File: src/rtl/g15_pkg.sv
// rtl/g15_pkg.sv - shared types and constants for the tape reader start control
package g15_pkg;

  typedef enum logic [1:0] {
    IDLE   = 2'd0,
    SPINUP = 2'd1,
    READ   = 2'd2,
    BRAKE  = 2'd3
  } tape_state_t;

  localparam int SRC_AUTO   = 0;
  localparam int SRC_IO     = 1;
  localparam int SRC_MANUAL = 2;
  localparam int GRANT_W    = 3;

endpackage

File: src/rtl/tape_req_latch.sv
// rtl/tape_req_latch.sv - rising-edge detector with a sticky pending bit for one request source
module tape_req_latch (
  input  logic clk,
  input  logic rst,
  input  logic req_i,
  input  logic set_ok_i,
  input  logic clr_i,
  output logic pending_o
);

  logic hist_q;
  logic pend_q;
  logic pend_d;

  // A fresh edge beats the grant-time clear so a re-request in the grant cycle is not lost;
  // set_ok low (power off) suppresses the edge so the clear always wins then.
  always_comb begin
    pend_d = pend_q;
    if (set_ok_i && req_i && !hist_q) begin
      pend_d = 1'b1;
    end else if (clr_i) begin
      pend_d = 1'b0;
    end
  end

  // History follows the input even in reset so a level held through reset is not an edge.
  always_ff @(posedge clk) begin
    if (rst) begin
      hist_q <= req_i;
      pend_q <= 1'b0;
    end else begin
      hist_q <= req_i;
      pend_q <= pend_d;
    end
  end

  assign pending_o = pend_q;

endmodule

File: src/rtl/tape_start_ctl.sv
// rtl/tape_start_ctl.sv - arbitrates tape reader requests and sequences spin-up, read and brake
module tape_start_ctl
  import g15_pkg::*;
#(
  parameter int SPINUP_MS  = 20,
  parameter int TIMEOUT_MS = 5000,
  parameter int BRAKE_MS   = 10,
  parameter int CNT_W      = 13
) (
  input  logic               CLOCK,
  input  logic               rst,
  input  logic               tick_ms,
  input  logic               LITE_DC_ON,
  input  logic               PWR_AUTO_TAPE_START,
  input  logic               REQ_IO,
  input  logic               REQ_MANUAL,
  input  logic               TAPE_FRAME,
  input  logic               TAPE_BLOCK_END,
  output logic               TAPE_MOTOR_ON,
  output logic               WAIT_FOR_TAPE,
  output logic [GRANT_W-1:0] GRANT,
  output logic               TAPE_TIMEOUT
);

  localparam logic [CNT_W-1:0] SPIN_CNT = CNT_W'(SPINUP_MS);
  localparam logic [CNT_W-1:0] TO_CNT   = CNT_W'(TIMEOUT_MS);
  localparam logic [CNT_W-1:0] BRK_CNT  = CNT_W'(BRAKE_MS);

  tape_state_t        state_q, state_d;
  logic [CNT_W-1:0]   cnt_q, cnt_d, cnt_inc;
  logic [GRANT_W-1:0] grant_q, grant_d;
  logic               timeout_q, timeout_d;

  logic [GRANT_W-1:0] req_vec;
  logic [GRANT_W-1:0] pend;
  logic [GRANT_W-1:0] sel;
  logic [GRANT_W-1:0] clr;
  logic               issue;

  assign req_vec[SRC_AUTO]   = PWR_AUTO_TAPE_START;
  assign req_vec[SRC_IO]     = REQ_IO;
  assign req_vec[SRC_MANUAL] = REQ_MANUAL;

  for (genvar i = 0; i < GRANT_W; i++) begin : g_req
    tape_req_latch u_latch (
      .clk       (CLOCK),
      .rst       (rst),
      .req_i     (req_vec[i]),
      .set_ok_i  (LITE_DC_ON),
      .clr_i     (clr[i]),
      .pending_o (pend[i])
    );
  end

  // Fixed priority pick among pending sources: auto, then io, then manual.
  always_comb begin
    sel = '0;
    if (pend[SRC_AUTO]) begin
      sel[SRC_AUTO] = 1'b1;
    end else if (pend[SRC_IO]) begin
      sel[SRC_IO] = 1'b1;
    end else if (pend[SRC_MANUAL]) begin
      sel[SRC_MANUAL] = 1'b1;
    end
  end

  assign issue   = (state_q == IDLE) && LITE_DC_ON && (|pend);
  assign clr     = (issue ? sel : '0) | {GRANT_W{~LITE_DC_ON}};
  assign cnt_inc = (cnt_q == '1) ? cnt_q : cnt_q + 1'b1;

  // State register with the ms counter, owner and timeout pulse.
  always_ff @(posedge CLOCK) begin
    if (rst) begin
      state_q   <= IDLE;
      cnt_q     <= '0;
      grant_q   <= '0;
      timeout_q <= 1'b0;
    end else begin
      state_q   <= state_d;
      cnt_q     <= cnt_d;
      grant_q   <= grant_d;
      timeout_q <= timeout_d;
    end
  end

  // Next-state: power loss overrides everything; block end beats timeout in READ.
  always_comb begin
    state_d   = state_q;
    cnt_d     = cnt_q;
    grant_d   = grant_q;
    timeout_d = 1'b0;
    if (!LITE_DC_ON) begin
      state_d = IDLE;
      cnt_d   = '0;
      grant_d = '0;
    end else begin
      case (state_q)
        IDLE: begin
          if (|pend) begin
            grant_d = sel;
            cnt_d   = '0;
            state_d = SPINUP;
          end
        end
        SPINUP: begin
          if (cnt_q == SPIN_CNT) begin
            cnt_d   = '0;
            state_d = READ;
          end else if (tick_ms) begin
            cnt_d = cnt_inc;
          end
        end
        READ: begin
          if (TAPE_BLOCK_END) begin
            cnt_d   = '0;
            state_d = BRAKE;
          end else if (cnt_q == TO_CNT) begin
            timeout_d = 1'b1;
            cnt_d     = '0;
            state_d   = BRAKE;
          end else if (TAPE_FRAME) begin
            cnt_d = '0;
          end else if (tick_ms) begin
            cnt_d = cnt_inc;
          end
        end
        BRAKE: begin
          if (cnt_q == BRK_CNT) begin
            cnt_d   = '0;
            grant_d = '0;
            state_d = IDLE;
          end else if (tick_ms) begin
            cnt_d = cnt_inc;
          end
        end
        default: begin
          cnt_d   = '0;
          grant_d = '0;
          state_d = IDLE;
        end
      endcase
    end
  end

  // Outputs decoded from the registered state.
  always_comb begin
    WAIT_FOR_TAPE = (state_q != IDLE);
    TAPE_MOTOR_ON = (state_q == SPINUP) || (state_q == READ);
    GRANT         = grant_q;
    TAPE_TIMEOUT  = timeout_q;
  end

endmodule

File: config.mk
export PLATFORM = sky130hd
export DESIGN_NAME = tape_start_ctl
export DESIGN_NICKNAME = d
export VERILOG_FILES = /design/src/rtl/g15_pkg.sv /design/src/rtl/tape_req_latch.sv /design/src/rtl/tape_start_ctl.sv
export SDC_FILE = /design/constraint.sdc
export NUM_CORES = 1
export LEC_CHECK = 0
export ABC_AREA = 1
export CORE_MARGIN = 2
export CORE_UTILIZATION = 25
export CTS_BUF_LIST = sky130_fd_sc_hd__clkbuf_8
export DETAILED_ROUTE_END_ITERATION = 8
export MAX_ROUTING_LAYER = met4
export PLACE_DENSITY_LB_ADDON = 0.05
export SLEW_MARGIN = 0
export SYNTH_ARGS = -nofsm -noshare
export SYNTH_HDL_FRONTEND = slang
export SYNTH_SLANG_ARGS = --single-unit
File: constraint.sdc
create_clock -name CLOCK -period 1.95 [get_ports CLOCK]
set_input_delay 0.39 -clock CLOCK [delete_from_list [all_inputs] [get_ports CLOCK]]
set_output_delay 0.39 -clock CLOCK [all_outputs]
set_load 0.02 [all_outputs]
==> summary.md <==
| Metric | Value |
|---|---|
| Status | `completed` |
| Post-synth cell types | `29` |
| Detailed-route DRC error count | `0` |
| Logic pwr share | `between 20% and 30%` |
| Width of the die | `about 84 um` |
| Fin Setup TNS | `0 ns` |
| Slew headroom | `approximately 77%` |
| Compound-gate portion of the synthesized area | `around a tenth` |
| CTS clock-pin slew for the worst setup and hold paths | `between 0.1 and 0.15 ns` |
| Least-Margin Pin Slew | `0.3423 ns` |
| Ratio of cells with drive above 1 in the final layout | `between 10% and 20%` |
| Placed inst area | `between 1500 and 2000 um^2` |
| TritonCTS clock tree | `done` |
| Endpoints failing hold | `0` |
| Layout Area Growth over Synthesis | `21.36%` |
| Gpl congestion | `slightly below 0.8` |
| Top FF cell, synth | `dfxtp_1` |
| Mux cell area share after synthesis | `0%` |
| Switching Share | `~31%` |
| Die area | `between 7000 and 8000 um^2` |
| Via Count | `about 1,500` |
| WHS Path Cells | `2` |
| Unrepaired setup endpoints after global routing | `no` |
| First-pass GRT wire length | `about 7500 um` |
| Number of routed nets with antenna violations | `0` |
| NumNets Final | `283` |
| # IOs | `15` |
| Design area | `~1900 um^2` |
| Clock Sink Count | `25` |
| Worst R2R End | `cnt_q[10]` |
| Pleak | `0.0008316 uW` |
| Initial antenna violation count | `0` |
| Cts bufs inserted | `3` |
| Worst Path Required | `1.56 ns` |
| Min Clock Period, post-route | `about 1.8 ns` |
| Commonest non-fill, non-tap cell in the layout | `nand2_1` |
| Fillers | `slightly above 700` |
| Synthesized area | `between 1500 and 2000 um^2` |
| Register bit count reported by yosys | `25` |
| Critical path type | `flip-flop to output pin` |
| Clk_lat worst skew | `roughly 0.28 ns` |
| Final WL | `4254 um` |
| Worst VDD drop | `about 0.34 mV` |
| Largest net degree at the start of global routing | `17` |
| Avg Cell Area, Syn | `around 6.6 um^2` |
| Reg2reg setup slack | `around 0.22 ns` |
| Vias in the first global route | `1,525` |
| Max FO, Critical Path | `4` |
| WL per Instance | `12.44 um` |
| FFs w/ async S/R, synth | `0%` |
| Max Fclk | `544.9 MHz` |
| Row count | `29` |
| Clk_skew | `~0.010 ns` |
| Post-DR vias/cell | `roughly 4.4` |
| Syn Nets | `259` |
| Worst hold endpoint | `GRANT[0]` |
| Post-synthesis sequential area ratio | `31.30%` |
| Crit share post-route | `a little over nine tenths` |
| Core outline area | `around 6300 um^2` |
| Worst R2R Start | `cnt_q[1]` |
| Synth top area share | `between 30% and 40%` |
| Most frequent cells in the layout | `61 x nand2_1, 29 x inv_1, 25 x dfxtp_1, 23 x nand3_1, 20 x nor2_1` |
| P_sw | `between 300 and 400 uW` |
| Synth area leaders | `dfxtp_1 31%, nand2_1 14%, nand3_1 7.2%` |
| Cells after Synth | `between 200 and 250` |
| CP endpoint kind | `output pin` |
| Hold Buf Count CTS | `0` |
| EDFF count, synth | `0` |
| Yosys top cell by area | `dfxtp_1` |
| DRT Pass-1 Iters | `4` |
| Largest family of logic cells by synthesized area | `simple AND/OR/NAND/NOR gates` |
| First-iteration detailed-routing DRC count | `77` |
| Starting Density | `approximately a quarter` |
| Max-slew violation count | `0` |
| Yosys Warn Count | `0` |
| Clock Power Share | `a little under a third` |
| Root Buffer | `clkbuf_8` |
| Worst path arrival time | `1.45 ns` |
| Design internal power | `around 770 uW` |
| Simple-gate portion of the synthesized area | `between 30 and 40%` |
| # setup viols final | `0` |
| Post-CTS Setup Bufs | `0` |
| Total track usage | `between 10% and 20%` |
| Xor/xnor share of the synthesized area | `around 2.7%` |
| CP Launch Type | `flip-flop` |
| DP HPWL | `approximately 3300 um` |
| Total power per unit cell area | `just under 600 nW/um^2` |
| Max Root-Sink Buffers | `2` |
| Die Span Y | `~84 um` |
| Port-buffer cells | `14` |
| Min-Delay Path Class | `flip-flop to flip-flop` |
| R2R cell count | `7` |
| Seq pwr share | `between 40 and 50%` |
| Grt ovf | `0` |
| Hold path startpoint | `GRANT[0]` |
| Synth Area in Adders | `6.260%` |
| Max Cap Viol | `0` |
| ANT cells | `0` |
| CTS H-tree lvls | `1` |
-- timing repair --
item,in CTS,in global routing
hold endpoints to repair,0,0
setup endpoints to repair,2,0
gates resized for setup,2,0
-- stage by stage --
step / util (%) / setup WS [ns] / hold WS (ns) / cells / power [uW]
finish: 30.91 / 0.1149 / 0.4715 / 342 / 1123
global route: 30.91 / 0.005846 / 0.5119 / 342 / 1207
CTS: 30.91 / 0.09184 / 0.4805 / 342 / 1154
detailed placement: 30.16 / 0.1638 / 0.4601 / 338 / 798.3
global placement: 30.16 / 0.1632 / 0.4703 / 338 / 801.0
floorplan: - / 0.2986 / 0.4177 / 242 / 683.4
-- area by class of cell --
cell class	count	area, um^2	area share, %
clock inverters	1	8.758	0.4513
well taps	77	96.34	4.965
multi-input cells	173	918.4	47.32
inverters	38	142.6	7.350
repair buffers	25	232.7	11.99
flip-flops and latches	25	500.5	25.79
clock buffers	3	41.29	2.128
-- cells in the mapped netlist, drive strengths merged, types with 2 or more instances --
master and n:
nand3 29, inv 34, dfxtp 25, clkinv 4
buf 5, xor2 4, o21ai 7, nor3 5
nor2 23, ha 8, a21oi 20, nand2 65
nand4 5, nor4 2
-- flip-flops by register name (all words and copies together), names as in the netlist --
register and flops:
state_q 2, cnt_q 13, GRANT 3, TAPE_TIMEOUT 1, g_req.u_latch.hist_q 3, g_req.u_latch.pending_o 3
-- kinds of logic (layout without fill, tap and decap cells) --
group                    count (synthesis)  after routing
AO/OA/AOI/OAI                           29             29
XOR/XNOR                                 5              5
adder cells (fa/ha/maj)                  8              8
buffers and inverters                   44             67
flip-flops                              25             25
AND/OR/NAND/NOR                        131            131
-- metal layers --
layer | part of all wire, % | track usage (%)
met3 | 2.8 | 2.671
met4 | 0.68 | 2.199
met5 | 0 | -
met1 | 49 | 17.22
met2 | 47 | 22.91
-- worst max path at each step --
stage               startpoint             to  slack, ns  depth (start not counted)
floorplan           state_q[0]      cnt_q[12]       0.30                         10
global route        state_q[0]  WAIT_FOR_TAPE      0.006                          4
CTS                 state_q[0]  WAIT_FOR_TAPE       0.09                          4
global placement    state_q[0]  WAIT_FOR_TAPE       0.16                          4
detailed placement  state_q[0]  WAIT_FOR_TAPE       0.16                          4
finish              state_q[0]  WAIT_FOR_TAPE       0.11                          4
-- critical path, cell delays in order, from the launching register on --
cell           delay [ns]
dfxtp_1              0.40
inv_1                0.10
ha_1                 0.25
inv_1                0.09
dlygate4sd2_1        0.33
-- power by group through the flow --
stage                     clock network (uW)  registers (uW)  logic [uW]
after floorplan                            0             548         135
after global placement                     0             547         254
after detailed placement                   0             546         252
after CTS                                370             535         248
after global routing                     393             537         277
final                                    346             535         242
(Power assumes the default switching activity.)
